File: config.mk
export PLATFORM = sky130hd
export DESIGN_NAME = weight_dump_streamer
export DESIGN_NICKNAME = d
export VERILOG_FILES = /design/src/rtl/weight_dump_streamer.sv
export SDC_FILE = /design/constraint.sdc
export NUM_CORES = 1
export LEC_CHECK = 0
export CAP_MARGIN = 25
export CORE_UTILIZATION = 40
export DETAILED_ROUTE_END_ITERATION = 10
export PLACE_DENSITY = 0.77
export SYNTH_ARGS = -nofsm -noshare
export SYNTH_HDL_FRONTEND = slang
export SYNTH_SLANG_ARGS = --single-unit
File: constraint.sdc
create_clock -name clk -period 5.9 [get_ports clk]
set_input_delay 1.475 -clock clk [delete_from_list [all_inputs] [get_ports clk]]
set_output_delay 1.475 -clock clk [all_outputs]
set_load 0.005 [all_outputs]
File: src/rtl/weight_dump_streamer.sv
// Streams every weight of a three-layer MLP out of the weight RAM as
// (layer, address, data) words over a valid/ready handshake.
// Optional feature: define WEIGHT_DUMP_CHECKSUM_EN for an XOR checksum of the dump.
module weight_dump_streamer #(
    parameter int unsigned DATA_WIDTH                    = 32,
    parameter int unsigned LAYER_WIDTH                   = 2,
    parameter int unsigned WEIGHT_COUNTER_WIDTH          = 11,
    parameter int unsigned NUMBER_OF_INPUT_NODE          = 2,
    parameter int unsigned NUMBER_OF_HIDDEN_NODE_LAYER_1 = 32,
    parameter int unsigned NUMBER_OF_HIDDEN_NODE_LAYER_2 = 32,
    parameter int unsigned NUMBER_OF_OUTPUT_NODE         = 3
) (
    input  logic                            clk,
    input  logic                            rst,
    input  logic                            i_start,
    output logic                            o_rd_en,
    output logic [LAYER_WIDTH-1:0]          o_rd_layer,
    output logic [WEIGHT_COUNTER_WIDTH-1:0] o_rd_addr,
    input  logic [DATA_WIDTH-1:0]           i_rd_data,
    output logic                            o_weight_valid,
    input  logic                            i_weight_ready,
    output logic [LAYER_WIDTH-1:0]          o_weight_layer,
    output logic [WEIGHT_COUNTER_WIDTH-1:0] o_weight_addr,
    output logic [DATA_WIDTH-1:0]           o_weight,
    output logic                            o_busy,
    output logic                            o_done,
    output logic [DATA_WIDTH-1:0]           o_checksum
);

    // Word counts per layer: each node carries its inputs plus one bias.
    localparam int unsigned CNT_L1 = NUMBER_OF_HIDDEN_NODE_LAYER_1 * (NUMBER_OF_INPUT_NODE + 1);
    localparam int unsigned CNT_L2 = NUMBER_OF_HIDDEN_NODE_LAYER_2 * (NUMBER_OF_HIDDEN_NODE_LAYER_1 + 1);
    localparam int unsigned CNT_L3 = NUMBER_OF_OUTPUT_NODE * (NUMBER_OF_HIDDEN_NODE_LAYER_2 + 1);

    localparam logic [LAYER_WIDTH-1:0] LAYER_FIRST = LAYER_WIDTH'(1);
    localparam logic [LAYER_WIDTH-1:0] LAYER_LAST  = LAYER_WIDTH'(3);

    typedef enum logic [2:0] {
        S_IDLE,
        S_READ,
        S_CAPTURE,
        S_SEND,
        S_DONE
    } state_t;

    state_t                            state_q, state_d;
    logic [LAYER_WIDTH-1:0]            layer_q, layer_d;
    logic [WEIGHT_COUNTER_WIDTH-1:0]   addr_q, addr_d;
    logic                              rd_en_q, rd_en_d;
    logic [LAYER_WIDTH-1:0]            rd_layer_q, rd_layer_d;
    logic [WEIGHT_COUNTER_WIDTH-1:0]   rd_addr_q, rd_addr_d;
    logic                              weight_valid_q, weight_valid_d;
    logic [LAYER_WIDTH-1:0]            weight_layer_q, weight_layer_d;
    logic [WEIGHT_COUNTER_WIDTH-1:0]   weight_addr_q, weight_addr_d;
    logic [DATA_WIDTH-1:0]             weight_q, weight_d;
    logic                              busy_q, busy_d;
    logic                              done_q, done_d;
`ifdef WEIGHT_DUMP_CHECKSUM_EN
    logic [DATA_WIDTH-1:0]             checksum_q, checksum_d;
`endif

    logic [WEIGHT_COUNTER_WIDTH-1:0]   last_addr;
    logic [LAYER_WIDTH-1:0]            next_layer;
    logic [WEIGHT_COUNTER_WIDTH-1:0]   next_addr;

    // Final address of the layer currently being dumped.
    always_comb begin
        last_addr = '0;
        case (layer_q)
            LAYER_WIDTH'(1): last_addr = WEIGHT_COUNTER_WIDTH'(CNT_L1 - 1);
            LAYER_WIDTH'(2): last_addr = WEIGHT_COUNTER_WIDTH'(CNT_L2 - 1);
            LAYER_WIDTH'(3): last_addr = WEIGHT_COUNTER_WIDTH'(CNT_L3 - 1);
            default:         last_addr = '0;
        endcase
    end

    always_comb begin
        state_d        = state_q;
        layer_d        = layer_q;
        addr_d         = addr_q;
        rd_en_d        = 1'b0;
        rd_layer_d     = rd_layer_q;
        rd_addr_d      = rd_addr_q;
        weight_valid_d = weight_valid_q;
        weight_layer_d = weight_layer_q;
        weight_addr_d  = weight_addr_q;
        weight_d       = weight_q;
        busy_d         = busy_q;
        done_d         = 1'b0;
        next_layer     = layer_q;
        next_addr      = addr_q + WEIGHT_COUNTER_WIDTH'(1);
`ifdef WEIGHT_DUMP_CHECKSUM_EN
        checksum_d     = checksum_q;
`endif

        case (state_q)
            S_IDLE: begin
                if (i_start) begin
                    state_d    = S_READ;
                    layer_d    = LAYER_FIRST;
                    addr_d     = '0;
                    rd_en_d    = 1'b1;
                    rd_layer_d = LAYER_FIRST;
                    rd_addr_d  = '0;
                    busy_d     = 1'b1;
`ifdef WEIGHT_DUMP_CHECKSUM_EN
                    checksum_d = '0;
`endif
                end
            end
            S_READ: begin
                state_d = S_CAPTURE;
            end
            S_CAPTURE: begin
                state_d        = S_SEND;
                weight_d       = i_rd_data;
                weight_layer_d = layer_q;
                weight_addr_d  = addr_q;
                weight_valid_d = 1'b1;
            end
            S_SEND: begin
                if (i_weight_ready) begin
                    weight_valid_d = 1'b0;
`ifdef WEIGHT_DUMP_CHECKSUM_EN
                    checksum_d     = checksum_q ^ weight_q;
`endif
                    if (addr_q == last_addr) begin
                        next_layer = layer_q + LAYER_WIDTH'(1);
                        next_addr  = '0;
                    end
                    if ((addr_q == last_addr) && (layer_q == LAYER_LAST)) begin
                        state_d = S_DONE;
                        done_d  = 1'b1;
                        busy_d  = 1'b0;
                    end else begin
                        state_d    = S_READ;
                        layer_d    = next_layer;
                        addr_d     = next_addr;
                        rd_en_d    = 1'b1;
                        rd_layer_d = next_layer;
                        rd_addr_d  = next_addr;
                    end
                end
            end
            S_DONE: begin
                state_d = S_IDLE;
            end
            default: begin
                state_d = S_IDLE;
            end
        endcase
    end

    always_ff @(posedge clk) begin
        if (rst) begin
            state_q        <= S_IDLE;
            layer_q        <= '0;
            addr_q         <= '0;
            rd_en_q        <= 1'b0;
            rd_layer_q     <= '0;
            rd_addr_q      <= '0;
            weight_valid_q <= 1'b0;
            weight_layer_q <= '0;
            weight_addr_q  <= '0;
            weight_q       <= '0;
            busy_q         <= 1'b0;
            done_q         <= 1'b0;
`ifdef WEIGHT_DUMP_CHECKSUM_EN
            checksum_q     <= '0;
`endif
        end else begin
            state_q        <= state_d;
            layer_q        <= layer_d;
            addr_q         <= addr_d;
            rd_en_q        <= rd_en_d;
            rd_layer_q     <= rd_layer_d;
            rd_addr_q      <= rd_addr_d;
            weight_valid_q <= weight_valid_d;
            weight_layer_q <= weight_layer_d;
            weight_addr_q  <= weight_addr_d;
            weight_q       <= weight_d;
            busy_q         <= busy_d;
            done_q         <= done_d;
`ifdef WEIGHT_DUMP_CHECKSUM_EN
            checksum_q     <= checksum_d;
`endif
        end
    end

    assign o_rd_en        = rd_en_q;
    assign o_rd_layer     = rd_layer_q;
    assign o_rd_addr      = rd_addr_q;
    assign o_weight_valid = weight_valid_q;
    assign o_weight_layer = weight_layer_q;
    assign o_weight_addr  = weight_addr_q;
    assign o_weight       = weight_q;
    assign o_busy         = busy_q;
    assign o_done         = done_q;
`ifdef WEIGHT_DUMP_CHECKSUM_EN
    assign o_checksum     = checksum_q;
`else
    assign o_checksum     = '0;
`endif

endmodule

==> flow_summary.ini <==
[routing]
drt_iter0_drc = 137
drtAntennaViolNets = 0
drcViolationCount = 0
routed_wl_mm = 7.02
wl_per_cell_um = 12.7
vias = 2630
dr.pass1.iters = 4
via_per_inst = 4.77

[finish]
regArea_um2 = 1300
fin_util = 0.578
syn2layout_area_growth_pct = 37.5
fin_nets = 491
drive_above_1_share = 0.0571
diodes = 0
fill_cells = 683
multi_input_area_um2 = 1350

[die]
dieArea_um2 = 7600
coreArea_um2 = 6910
die_h_um = 87.2
io_pins = 130
die_x_um = 87.2
num_rows = 30
start_util = 0.420

[logic_synthesis]
yosysTopAreaCell = dfxtp_1
synth_edf_count = 0
synthArstFlopShare = 0
synth_top_area_frac = 0.448
synthCells = 364
synth.avg_cell_area_um2 = 7.97
yosys_warnings = 0
yosys-top-cells-area = dfxtp_1 45%, nand2_1 13%, a21oi_1 8.6%
ys_seq_elements = 65
yosys.cell_types.count = 41
seq_area_frac_synth = 0.448
synth-main-ff-cell = dfxtp_1
syn_area_um2 = 2900

[global_routing]
grt_overflow = 0
grt_util_all_layers = 0.187
grt_start_max_net_pins = 57
antenna_found_initial = 0
grt_pass1_vias = 2330
grt_pass1_wl_mm = 11.0

[pwr]
leakagePower_nw = 1.47
max-vdd-ir-drop_uv = 131
power_density_nw_per_um2 = 268

[min_path]
worstHoldPathCells = 2
hp-start = o_weight[28]$_SDFFE_PP0P_
hp-class = reg2reg
hold_end = o_weight[28]$_SDFFE_PP0P_

[timing]
setup-tns-final_ps = 0
skew_ps = 9.42
hold_viol_final = 0
slew_headroom = 0.337
rsz0062_at_grt = false
setup_viol = 0
worst_pin_slew_ps = 994
layout_min_cycle_time_ps = 3020
min_period_over_period = 0.512
max_freq_ghz = 0.331
slew_viol_final = 0

[clock_network]
cts_setup_buffers = 0
cts_made_buffers = 9
cts_tree = yes
ctsHoldBuffers = 0
clock_latency_ps = 340
clock-root-buffer = clkbuf_8
post_cts_resize_count = 0
ctsLongestPathBuffers = 2
h-tree-depth = 3
clock-sinks = 65
path_clk_slew_ps = 70

[setup_path]
cp-end-kind = flop
cpMostUsedCell = o21ai_0
cp_max_fo = 56
r2r_end = o_rd_addr[2]$_SDFFE_PP0P_
cp_slowest_cell = o22ai_1
cp-start-kind = input pin
path_cells = buf_2 > or2_2 > o22ai_1 > o21ai_0 > o21ai_0
rrSetupSlack_ps = 3460
reg2reg_depth = 8
path_class = in2reg
slowest_delay_ps = 660
critical_path.top_delay_family = compound AO/OA/AOI/OAI gates
cp_num_buf_inv = 1
cp.required_ps = 6160
r2r_start = o_rd_layer[1]$_SDFFE_PP0P_
critical_path_arrival_ps = 3280

[placed_design]
routabilityCongestion = 0.803
io_buffer_count = 97
hpwl_mm = 4.81

[status]
outcome = finished, final reports clean

[run]
maxCapViolCount = 0
kinds of logic after synthesis:
logic type / count (synthesis) / share of synthesized area
AO/OA/AOI/OAI: 75 / 0.141
XOR/XNOR: 5 / 0.0151
adder cells (fa/ha/maj): 5 / 0.0216
buffers and inverters: 56 / 0.130
flip-flops: 65 / 0.448
other: 1 / 0.00129
AND/OR/NAND/NOR: 157 / 0.243
power breakdown:
group          switching (mW)  internal (mW)  total, mW
logic                  0.0724         0.0722      0.145
clock network           0.170          0.283      0.453
registers              0.0127          0.457      0.470
total                   0.255          0.812       1.07
cell usage after synthesis (all sizes together), types with 2 or more instances:
library cell / instances
a21oi: 50
and3: 7
and3b: 2
and4: 2
buf: 39
clkbuf: 14
dfxtp: 65
ha: 5
inv: 2
nand2: 104
nand3: 11
nand4: 2
nor2: 9
nor3: 10
nor3b: 2
o21ai: 15
o22ai: 2
o311ai: 2
o31ai: 2
or3: 2
xnor2: 2
xor2: 3
worst max path at each step:
| stage | start | slack (ps) | cells after the start | to |
|---|---|---|---|---|
| 2_1_floorplan | rst | 3290 | 6 | o_rd_addr[9]$_SDFFE_PP0P_ |
| 3_3_place_gp | rst | 2620 | 5 | o_rd_addr[4]$_SDFFE_PP0P_ |
| 3_5_place_dp | rst | 2550 | 5 | o_rd_addr[8]$_SDFFE_PP0P_ |
| 4_1_cts | rst | 2910 | 5 | o_rd_addr[2]$_SDFFE_PP0P_ |
| 5_1_grt | rst | 2660 | 5 | o_rd_addr[8]$_SDFFE_PP0P_ |
| 6_report | rst | 2880 | 5 | o_rd_addr[2]$_SDFFE_PP0P_ |
state kept, by name, indices dropped and copies added, names as in the netlist:
name	flops
o_busy	1
o_done	1
o_rd_addr	11
o_rd_en	1
o_rd_layer	2
o_weight	32
o_weight_addr	11
o_weight_layer	2
o_weight_valid	1
state_q	3
per-stage QoR:
step | cell area, um^2 | cells | setup slack (ps) | total power, mW | hold slack [ps]
final | 3990 | 551 | 2880 | 1.07 | 453
after global routing | 3990 | 551 | 2660 | 1.12 | 475
after CTS | 3990 | 551 | 2910 | 1.08 | 456
after detailed placement | 3750 | 535 | 2550 | 0.625 | 445
after global placement | 3750 | 535 | 2620 | 0.622 | 441
after floorplan | 3020 | 395 | 3290 | 0.574 | 453
layer usage:
metal | GRT usage | vias up | share of wire
li1 | - | 1326 | -
met1 | 0.223 | 1206 | 0.43
met2 | 0.315 | 92 | 0.49
met3 | 0.0521 | 6 | 0.074
met4 | 0.0805 | 0 | 0.0073
met5 | 0 | - | 0
layout by cell type, fill, tap and decap left out, types with 5 or more instances in the layout:
cell type	n
clkbuf_8	9
nand3_1	11
conb_1	32
o21ai_1	7
a21oi_1	50
o21ai_0	8
clkdlybuf4s50_1	96
ha_1	5
and3_1	5
dfxtp_1	65
nor2_1	9
nand2_1	104
nor3_1	9
final cells by class:
cell class / instances / area share
sequential: 65 / 0.326
inverter: 2 / 0.00188
clock inverter: 6 / 0.0288
tap: 96 / 0.0301
multi-input combinational: 274 / 0.337
timing repair buffer: 98 / 0.244
clock buffer: 10 / 0.0320
worst register-to-register path, stage by stage (launching register included):
cell	delay (ps)
dfxtp_1	450
inv_1	120
ha_1	220
o21bai_1	170
xor2_1	280
nand3_1	150
o22ai_1	670
o21ai_0	190
o21ai_0	110
Note: power is estimated with default switching activity, not from simulation.
